## config.mk

```make
export PLATFORM = sky130hd
export DESIGN_NAME = div_clock_monitor
export DESIGN_NICKNAME = d
export VERILOG_FILES = /design/src/rtl/div_clock_monitor.sv
export SDC_FILE = /design/constraint.sdc
export NUM_CORES = 1
export LEC_CHECK = 0
export CORE_MARGIN = 8
export CORE_UTILIZATION = 50
export CTS_BUF_LIST = sky130_fd_sc_hd__clkbuf_4
export DETAILED_ROUTE_END_ITERATION = 10
export PLACE_DENSITY_LB_ADDON = 0.25
export SKIP_CTS_REPAIR_TIMING = 1
export SLEW_MARGIN = 40
export SYNTH_ARGS = -nofsm -noshare
export SYNTH_HDL_FRONTEND = slang
export SYNTH_SLANG_ARGS = --single-unit
```

## constraint.sdc

```tcl
create_clock -name clock -period 4.9 [get_ports clock]
set_input_delay 0.98 -clock clock [delete_from_list [all_inputs] [get_ports clock]]
set_output_delay 0.98 -clock clock [all_outputs]
set_load 0.01 [all_outputs]
```

## src/rtl/div_clock_monitor.sv

```systemverilog
// Purpose : receive-side monitor for a ripple-divided clock; synchronizes it into 'clock',
//           emits rise/fall pulses, measures rise-to-rise period, flags loss of the clock.
// Latency : pulses and measurement updates appear SYNC_STAGES+1 clock edges after the input
//           transition is first sampled.
// Backpressure: none; a free-running observer that never stalls its source.
//
// Optional build macro: DIV_MON_TOL_CHECK_EN
//   defined     -> period_err compares each loaded period against EXPECTED_PERIOD +/- TOLERANCE
//   not defined -> period_err is tied low and no comparator is built
//
// Ports
//   clock         in   1          system clock, all logic on its rising edge
//   reset         in   1          asynchronous, active-low reset
//   div_clock_in  in   1          divided clock to monitor, asynchronous to clock
//   clear         in   1          synchronous clear of the measurement state
//   rise_pulse    out  1          one-cycle pulse per synchronized rising edge
//   fall_pulse    out  1          one-cycle pulse per synchronized falling edge
//   period        out  CNT_WIDTH  last measured rise-to-rise period in clocks
//   period_valid  out  1          period holds a measurement from two consecutive rises
//   timeout       out  1          TIMEOUT clocks elapsed with no detected edge
//   edge_count    out  16         counted rising edges, wraps 0xFFFF -> 0
//   period_err    out  1          loaded period outside tolerance (tolerance build only)

module div_clock_monitor #(
    parameter int SYNC_STAGES     = 2,
    parameter int CNT_WIDTH       = 20,
    parameter int TIMEOUT         = 131072,
    parameter int EXPECTED_PERIOD = 131072,
    parameter int TOLERANCE       = 4
) (
    input  logic                 clock,
    input  logic                 reset,
    input  logic                 div_clock_in,
    input  logic                 clear,
    output logic                 rise_pulse,
    output logic                 fall_pulse,
    output logic [CNT_WIDTH-1:0] period,
    output logic                 period_valid,
    output logic                 timeout,
    output logic [15:0]          edge_count,
    output logic                 period_err
);

    // Idle counter must be able to hold the value TIMEOUT itself.
    localparam int IDLE_W = $clog2(TIMEOUT + 1);

    // Elaboration-time sanity checks on the configuration.
    generate
        if (SYNC_STAGES < 2) begin : g_bad_sync
            $error("div_clock_monitor: SYNC_STAGES must be at least 2");
        end
        if (CNT_WIDTH < 1 || TIMEOUT < 1) begin : g_bad_cnt
            $error("div_clock_monitor: CNT_WIDTH and TIMEOUT must be positive");
        end
        if (EXPECTED_PERIOD < 1 || TOLERANCE < 0) begin : g_bad_tol
            $error("div_clock_monitor: EXPECTED_PERIOD must be positive, TOLERANCE non-negative");
        end
    endgenerate

    typedef enum logic [1:0] {
        S_IDLE   = 2'd0,
        S_ARMED  = 2'd1,
        S_LOCKED = 2'd2,
        S_LOST   = 2'd3
    } state_t;

    // ------------------------------------------------------------------
    // Synchronizer and edge detection
    // ------------------------------------------------------------------
    logic [SYNC_STAGES-1:0] r_sync;
    logic                   r_prev;
    logic                   r_rise_pulse;
    logic                   r_fall_pulse;
    logic                   w_sync_out;
    logic                   w_rise;
    logic                   w_fall;

    assign w_sync_out = r_sync[SYNC_STAGES-1];
    assign w_rise     =  w_sync_out & ~r_prev;
    assign w_fall     = ~w_sync_out &  r_prev;

    // The synchronizer and pulse registers ignore 'clear': edges keep being
    // reported even while the measurement state is held cleared.
    always_ff @(posedge clock or negedge reset) begin
        if (!reset) begin
            r_sync       <= '0;
            r_prev       <= 1'b0;
            r_rise_pulse <= 1'b0;
            r_fall_pulse <= 1'b0;
        end else begin
            r_sync       <= {r_sync[SYNC_STAGES-2:0], div_clock_in};
            r_prev       <= w_sync_out;
            r_rise_pulse <= w_rise;
            r_fall_pulse <= w_fall;
        end
    end

    // ------------------------------------------------------------------
    // Measurement state
    // ------------------------------------------------------------------
    state_t                r_state;
    logic [CNT_WIDTH-1:0]  r_cnt;
    logic [IDLE_W-1:0]     r_idle;
    logic [CNT_WIDTH-1:0]  r_period;
    logic                  r_period_valid;
    logic                  r_timeout;
    logic [15:0]           r_edge_count;
    logic                  w_load;
    logic                  w_idle_hit;

    // A rise only produces a period once a previous rise has started the count.
    assign w_load = w_rise && (r_state == S_ARMED || r_state == S_LOCKED);

    // The idle counter reaches TIMEOUT on this edge; any edge restarts it instead.
    assign w_idle_hit = !w_rise && !w_fall && (r_idle == IDLE_W'(TIMEOUT - 1));

`ifdef DIV_MON_TOL_CHECK_EN
    // Compare in a width that holds both the counter and EXPECTED_PERIOD,
    // so narrow counters against large nominal periods still compare correctly.
    localparam int CMP_W = ((CNT_WIDTH > 31) ? CNT_WIDTH : 31) + 1;

    logic [CMP_W-1:0] w_cnt_ext;
    logic [CMP_W-1:0] w_exp;
    logic [CMP_W-1:0] w_diff;
    logic             w_out_of_tol;
    logic             r_period_err;

    assign w_cnt_ext    = CMP_W'(r_cnt);
    assign w_exp        = CMP_W'(EXPECTED_PERIOD);
    assign w_diff       = (w_cnt_ext >= w_exp) ? (w_cnt_ext - w_exp) : (w_exp - w_cnt_ext);
    assign w_out_of_tol = (w_diff > CMP_W'(TOLERANCE));

    always_ff @(posedge clock or negedge reset) begin
        if (!reset) begin
            r_period_err <= 1'b0;
        end else if (clear) begin
            r_period_err <= 1'b0;
        end else if (w_load) begin
            r_period_err <= w_out_of_tol;
        end
    end

    assign period_err = r_period_err;
`else
    assign period_err = 1'b0;
`endif

    always_ff @(posedge clock or negedge reset) begin
        if (!reset) begin
            r_state        <= S_IDLE;
            r_cnt          <= '0;
            r_idle         <= '0;
            r_period       <= '0;
            r_period_valid <= 1'b0;
            r_timeout      <= 1'b0;
            r_edge_count   <= '0;
        end else if (clear) begin
            // Clear takes priority over a rise detected in the same cycle:
            // that rise is neither counted nor allowed to arm the FSM.
            r_state        <= S_IDLE;
            r_cnt          <= '0;
            r_idle         <= '0;
            r_period       <= '0;
            r_period_valid <= 1'b0;
            r_timeout      <= 1'b0;
            r_edge_count   <= '0;
        end else begin
            // Period counter: restarts at 1 on a rise so that the value held
            // just before the next rise equals the rise-to-rise distance.
            if (w_rise) begin
                r_cnt <= CNT_WIDTH'(1);
            end else if (r_cnt != '1) begin
                r_cnt <= r_cnt + CNT_WIDTH'(1);
            end

            // Idle counter saturates at TIMEOUT so the loss indication is sticky.
            if (w_rise || w_fall) begin
                r_idle <= '0;
            end else if (r_idle != IDLE_W'(TIMEOUT)) begin
                r_idle <= r_idle + IDLE_W'(1);
            end

            if (w_rise) begin
                r_edge_count <= r_edge_count + 16'd1;
                r_timeout    <= 1'b0;
            end

            if (w_load) begin
                r_period       <= r_cnt;
                r_period_valid <= 1'b1;
            end

            case (r_state)
                S_IDLE:   if (w_rise) r_state <= S_ARMED;
                S_ARMED:  if (w_rise) r_state <= S_LOCKED;
                S_LOCKED: r_state <= S_LOCKED;
                S_LOST:   if (w_rise) r_state <= S_ARMED;
                default:  r_state <= S_IDLE;
            endcase

            // Loss of clock overrides the state decode; it cannot coincide
            // with a rise because w_idle_hit excludes edges.
            if (w_idle_hit) begin
                r_state        <= S_LOST;
                r_timeout      <= 1'b1;
                r_period_valid <= 1'b0;
            end
        end
    end

    assign rise_pulse   = r_rise_pulse;
    assign fall_pulse   = r_fall_pulse;
    assign period       = r_period;
    assign period_valid = r_period_valid;
    assign timeout      = r_timeout;
    assign edge_count   = r_edge_count;

endmodule
```

# ---- Word level (Yosys, flattened, before mapping)
# Index checks and enable logic that the tools add are counted.
dict set report classes {
  bitwise 4
  n_mux 21
  addsub 3
  eq_ne 8
  n_reduce_logical 16
}
# operator n
set ops {}
lappend ops {{two-way mux 20 bit} 5}
lappend ops {{two-way mux 18 bit} 3}
lappend ops {{two-way mux 16 bit} 2}
lappend ops {{adder 20 x 1 -> 20 bit (second input constant)} 1}
lappend ops {{inequality test 20 bit (second input constant)} 1}
lappend ops {{adder 18 x 1 -> 18 bit (second input constant)} 1}
lappend ops {{equality test 18 x 17 -> 1 bit (second input constant)} 1}
lappend ops {{inequality test 18 bit (second input constant)} 1}
lappend ops {{adder 16 x 1 -> 16 bit (second input constant)} 1}
lappend ops {{nonzero test 3 bit} 4}
lappend ops {{two-way mux 2 bit} 4}
lappend ops {{two-way mux 1 bit} 6}
lappend ops {{one-hot mux 2 bit (3 select lines)} 1}
lappend ops {{equality test 2 bit (second input constant)} 2}
lappend ops {{inequality test 4 x 1 -> 1 bit (second input constant)} 1}
lappend ops {{inequality test 4 bit (second input constant)} 1}
lappend ops {{nonzero test 2 bit} 2}
lappend ops {{logical AND 1 bit} 3}
lappend ops {{bitwise AND 1 bit} 2}
lappend ops {{equality test 2 x 1 -> 1 bit (second input constant)} 1}
lappend ops {{zero test 1 bit} 2}
lappend ops {{zero test 2 bit} 1}
lappend ops {{logical OR 1 bit} 2}
lappend ops {{NOT 1 bit} 2}
lappend ops {{2 further kinds} 2}
dict set report totals {
  elab_cells 63
  input_bits 4
  ff_bits 83
  out_inout_bits 41
}

# ---- Longest topological paths before layout
dict set report logic_depth {
  word_depth 7
  depth_mapped 8
  ltp_nobuf 6
}

# ---- Worst setup path after synthesis
# No wires, ideal clock.
dict set report synth_path {
  path_kind {input port to flip-flop}
  from {in clear}
  to {reg r_cnt[2]}
  t_required_ns 4.771
  arrival_time_ns 2.146
  setup_ns 0.129
  stages 5
  path_slack_ns 2.625
  n_path_buf 1
  path_cell_list {or2_2 > nor3_1 > buf_2 > a21boi_0 > mux2i_1}
}
dict set report synth_via {
  elab_chain_len 1
  word_cells_on_any_way 2
  classes_between {mux: 1; reduce/logical: 1}
}
# item line_no
set synth_rtl {}
lappend synth_rtl {{start, declared} 34} ;# input logic clear,
lappend synth_rtl {{nonzero test 3 bit (no line) or two-way mux 20 bit (tied branches)} n/a}
lappend synth_rtl {{end signal, assigned} 173} ;# r_cnt <= r_cnt + CNT_WIDTH'(1);
lappend synth_rtl {{end, declared} 102} ;# logic [CNT_WIDTH-1:0] r_cnt;
# Parallel ways exist; a longest one is shown, timed or not.
# A chain may end at the register's enable or synchronous reset.

# ---- Worst setup path after layout
dict set report layout_path {
  from {reg r_prev}
  to {reg r_cnt[7]}
}
dict set report layout_via {
  elab_chain_len 4
  word_cells_on_any_way 5
  classes_between {mux: 2; bitwise: 2; reduce/logical: 1}
}
# item line_no
set layout_rtl {}
lappend layout_rtl {{start, declared} 71} ;# logic r_prev;
lappend layout_rtl {{start signal, assigned} 92} ;# r_prev <= w_sync_out;
lappend layout_rtl {{NOT 1 bit (*)} 79} ;# assign w_rise = w_sync_out & ~r_prev;
lappend layout_rtl {{bitwise AND 1 bit (*)} 79}
lappend layout_rtl {{named net w_rise} 75} ;# logic w_rise;
lappend layout_rtl {{two-way mux 20 bit} 170} ;# if (w_rise) begin
lappend layout_rtl {{two-way mux 20 bit} 157} ;# end else if (clear) begin
# The timed path passes the listed nets; every way through them passes the cells marked *.

==> flow_metrics.env <==
export IMPL_final_period_utilization_pct=54.4
export IMPL_layout_drive_gt1_share_pct=6.45
export IMPL_power_frac_clock_pct=31.8
export IMPL_p_int_uw=881
export IMPL_grt_pass1_wl_mm=15.3
export IMPL_synth_compound_area_share_pct=12.5
export IMPL_clkTransAtPathRegs_ns=0.13
export IMPL_vias=3262
export IMPL_arrival_ns=3.02
export IMPL_synthesis_area_mm2=0.00406
export IMPL_routedWlPerCell_um=15.0
export IMPL_htree_levels=3
export IMPL_start_util_pct=50.4
export IMPL_final_seq_area_mm2=0.00208
export IMPL_synth_fa_ha_area_share_pct=2.16
export IMPL_syn_to_final_growth_pct=15.4
export IMPL_grt_overflow=0
export IMPL_synth_xor_area_share_pct=4.32
export IMPL_worst_pin_slew_ns=0.838
export IMPL_syn_area_per_cell_um2=9.47
export IMPL_fillers=724
export IMPL_track_usage_pct=16.2
export IMPL_synth_mux_area_share_pct=1.76
export IMPL_port_buffers=43
export IMPL_pwr_share_comb_pct=7.9
export IMPL_cts_buffers=9
export IMPL_power_frac_seq_pct=60.3
export IMPL_clock_skew_ns=0.0203
export IMPL_post_place_ws_ns=1.64
export IMPL_die_h_um=106
export IMPL_die_area_mm2=0.0112
export IMPL_critPathKind="reg -> reg"
export IMPL_num_antenna_cells=0
export IMPL_routed_via_density=5.72
export IMPL_multi_input_area_mm2=0.00185
export IMPL_worst_path_max_fanout=19
export IMPL_placementRows=33
export IMPL_ys_ff_latch=83
export IMPL_clk_latency_ns=0.42
export IMPL_hp_class="reg -> reg"
export IMPL_p_switching_uw=288
export IMPL_grt_pass1_vias=3309
export IMPL_clockBufferDepth=2
export IMPL_period_needed_ns=2.67
export IMPL_final_cell_mix="83 x dfrtp_1, 65 x nand2_1, 47 x a21oi_1, 41 x clkdlybuf4s50_1, 25 x nor2_1"
export IMPL_ys_async_sr_fraction_pct=100
export IMPL_power_density_mw_per_mm2=250
export IMPL_fmaxAchievable_ghz=0.375
export IMPL_synth_fp_nets=439
export IMPL_cp_end_kind="register"
export IMPL_ant_nets=0
export IMPL_swShare_pct=24.7
export IMPL_drv_slew=0
export IMPL_worstPathRequired_ns=5.26
export IMPL_drt_first_iter_violations=130
export IMPL_peakVddDrop_mv=0.119
export IMPL_fp_dieW_um=106
export IMPL_gp_congestion=0.819
export IMPL_status="complete, no violations"
export IMPL_routed_wl_mm=8.55
export IMPL_synth_top_family_by_area="simple AND/OR/NAND/NOR gates"
export IMPL_root_buffer="clkbuf_4"
export IMPL_boundaryPins=45
export IMPL_yosysSeqAreaShare_pct=51.2
export IMPL_core_area_mm2=0.00805
export IMPL_hold_viol_final=0
export IMPL_netlist_instances=428
export IMPL_dp_hpwl_mm=5.71
export IMPL_rsz0062_at_grt="no"
export IMPL_final_nets=473
export IMPL_cts_sinks=83
export IMPL_synth_edff_count=0
export IMPL_max_slew_margin_pct=43.9
export IMPL_leakage_nw=1.88
export IMPL_mostFrequentLayoutCell="dfrtp_1"
export IMPL_ys_types=50
export IMPL_yosys_area_share_simple_pct=24.6
export IMPL_grt_max_degree=84
export IMPL_dp_cells=555
export IMPL_drc_errors=0
export IMPL_cp_start_kind="register"
export IMPL_setup_ws_ns=2.23
export IMPL_synthFlopType="dfrtp_1"
export IMPL_antenna_found_initial=0
export IMPL_first_pass_iters=4
export IMPL_cts_tree="yes"
export IMPL_setup_viol=0
export IMPL_final_cell_count_no_fill=570
export IMPL_setup_tns_ns=0
export IMPL_synth_warning_count=0
export IMPL_drv_cap=0
## layer usage
metal  global-route usage (%)  routed length, µm  part of all wire, %
met1                     18.9               3810                   45
met2                     28.2               4200                   49
met3                     4.84                436                  5.1
met4                     4.82                 95                  1.1
met5                        0                  0                    0
## flip-flops by register name, indices dropped and copies added, names as in the netlist
signal,count
r_sync,2
edge_count,16
period_valid,1
timeout,1
r_cnt,20
rise_pulse,1
r_state,2
r_prev,1
period,20
fall_pulse,1
r_idle,18
## logic make-up after synthesis
| family | count (synthesis) |
|---|---|
| and+or+nand+nor | 191 |
| other | 1 |
| AOI/OAI and AO/OA | 85 |
| buffers and inverters | 34 |
| xor gates and xnor gates | 20 |
| muxes | 7 |
| DFF | 83 |
| adders and majority gates | 7 |
## through the flow
stage / total power, mW / util (%) / area (µm²) / hold WS (ns)
floorplan: 0.773 / - / 4060 / 0.331
global placement: 0.807 / 56.3 / 4540 / 0.336
detailed placement: 0.810 / 56.4 / 4540 / 0.342
CTS: 1.18 / 57.9 / 4660 / 0.371
global route: 1.23 / 58.1 / 4680 / 0.381
finish: 1.17 / 58.1 / 4680 / 0.365
## power groups by stage
stage	sequential (mW)	combinational (mW)	clock (mW)
floorplan	0.718	0.0548	0
global placement	0.718	0.0886	0
detailed placement	0.718	0.0917	0
CTS	0.705	0.0923	0.385
global route	0.708	0.107	0.416
finish	0.705	0.0921	0.372
## Yosys cell counts (2+ instances only)
cell	number	area, µm²
a31oi_1	2	12.5
xor2_1	15	131
o21ai_0	13	65.1
a21oi_1	47	235
and4_1	6	52.6
and4b_1	2	20.0
a2111o_1	3	33.8
ha_1	7	87.6
clkbuf_1	20	75.1
inv_1	10	37.5
mux2i_1	6	60.1
o31ai_1	7	52.6
nand3_1	18	90.1
xnor2_1	5	43.8
or2_2	3	18.8
nor2_1	25	93.8
nand2b_1	3	18.8
and3_1	6	37.5
dfrtp_1	83	2080
nand2_1	65	244
nand4_1	14	87.6
buf_2	2	10.0
and2_1	4	25.0
or4_1	10	75.1
nor4_1	5	31.3
nor2b_1	4	25.0
a211oi_1	4	30.0
or3_1	10	62.6
nor3_1	8	40.0
## final timing paths
| check | slack, ns | start | to | depth (start not counted) |
|---|---|---|---|---|
| min in group asynchronous | 0.57 | reset | period[16] | 1 |
| hold reg to reg | 0.37 | r_sync[0] | r_sync[1] | 0 |
| setup reg to reg | 2.23 | r_prev | r_cnt[7] | 7 |
| hold / removal | 0.37 | r_sync[0] | r_sync[1] | 0 |
| setup / recovery | 2.23 | r_prev | r_cnt[7] | 7 |
| max in group asynchronous | 3.85 | reset | edge_count[1] | 1 |
## cell type report
class	instances	share of cell area [%]
Clock inverter	4	0.936
Multi-Input combinational cell	311	39.4
Sequential cell	83	44.4
Timing Repair Buffer	47	10.0
Inverter	10	0.802
Clock buffer	10	1.60
Tap cell	105	2.81
## worst max-delay path, stage by stage, from the launching register on
cell,delay [ns]
dfrtp_1,0.40
inv_1,0.06
ha_1,0.62
or2_2,0.37
nor3_1,0.13
buf_4,0.20
a2111oi_0,0.55
mux2i_1,0.25
No activity file was read; power rests on OpenSTA's default activity.
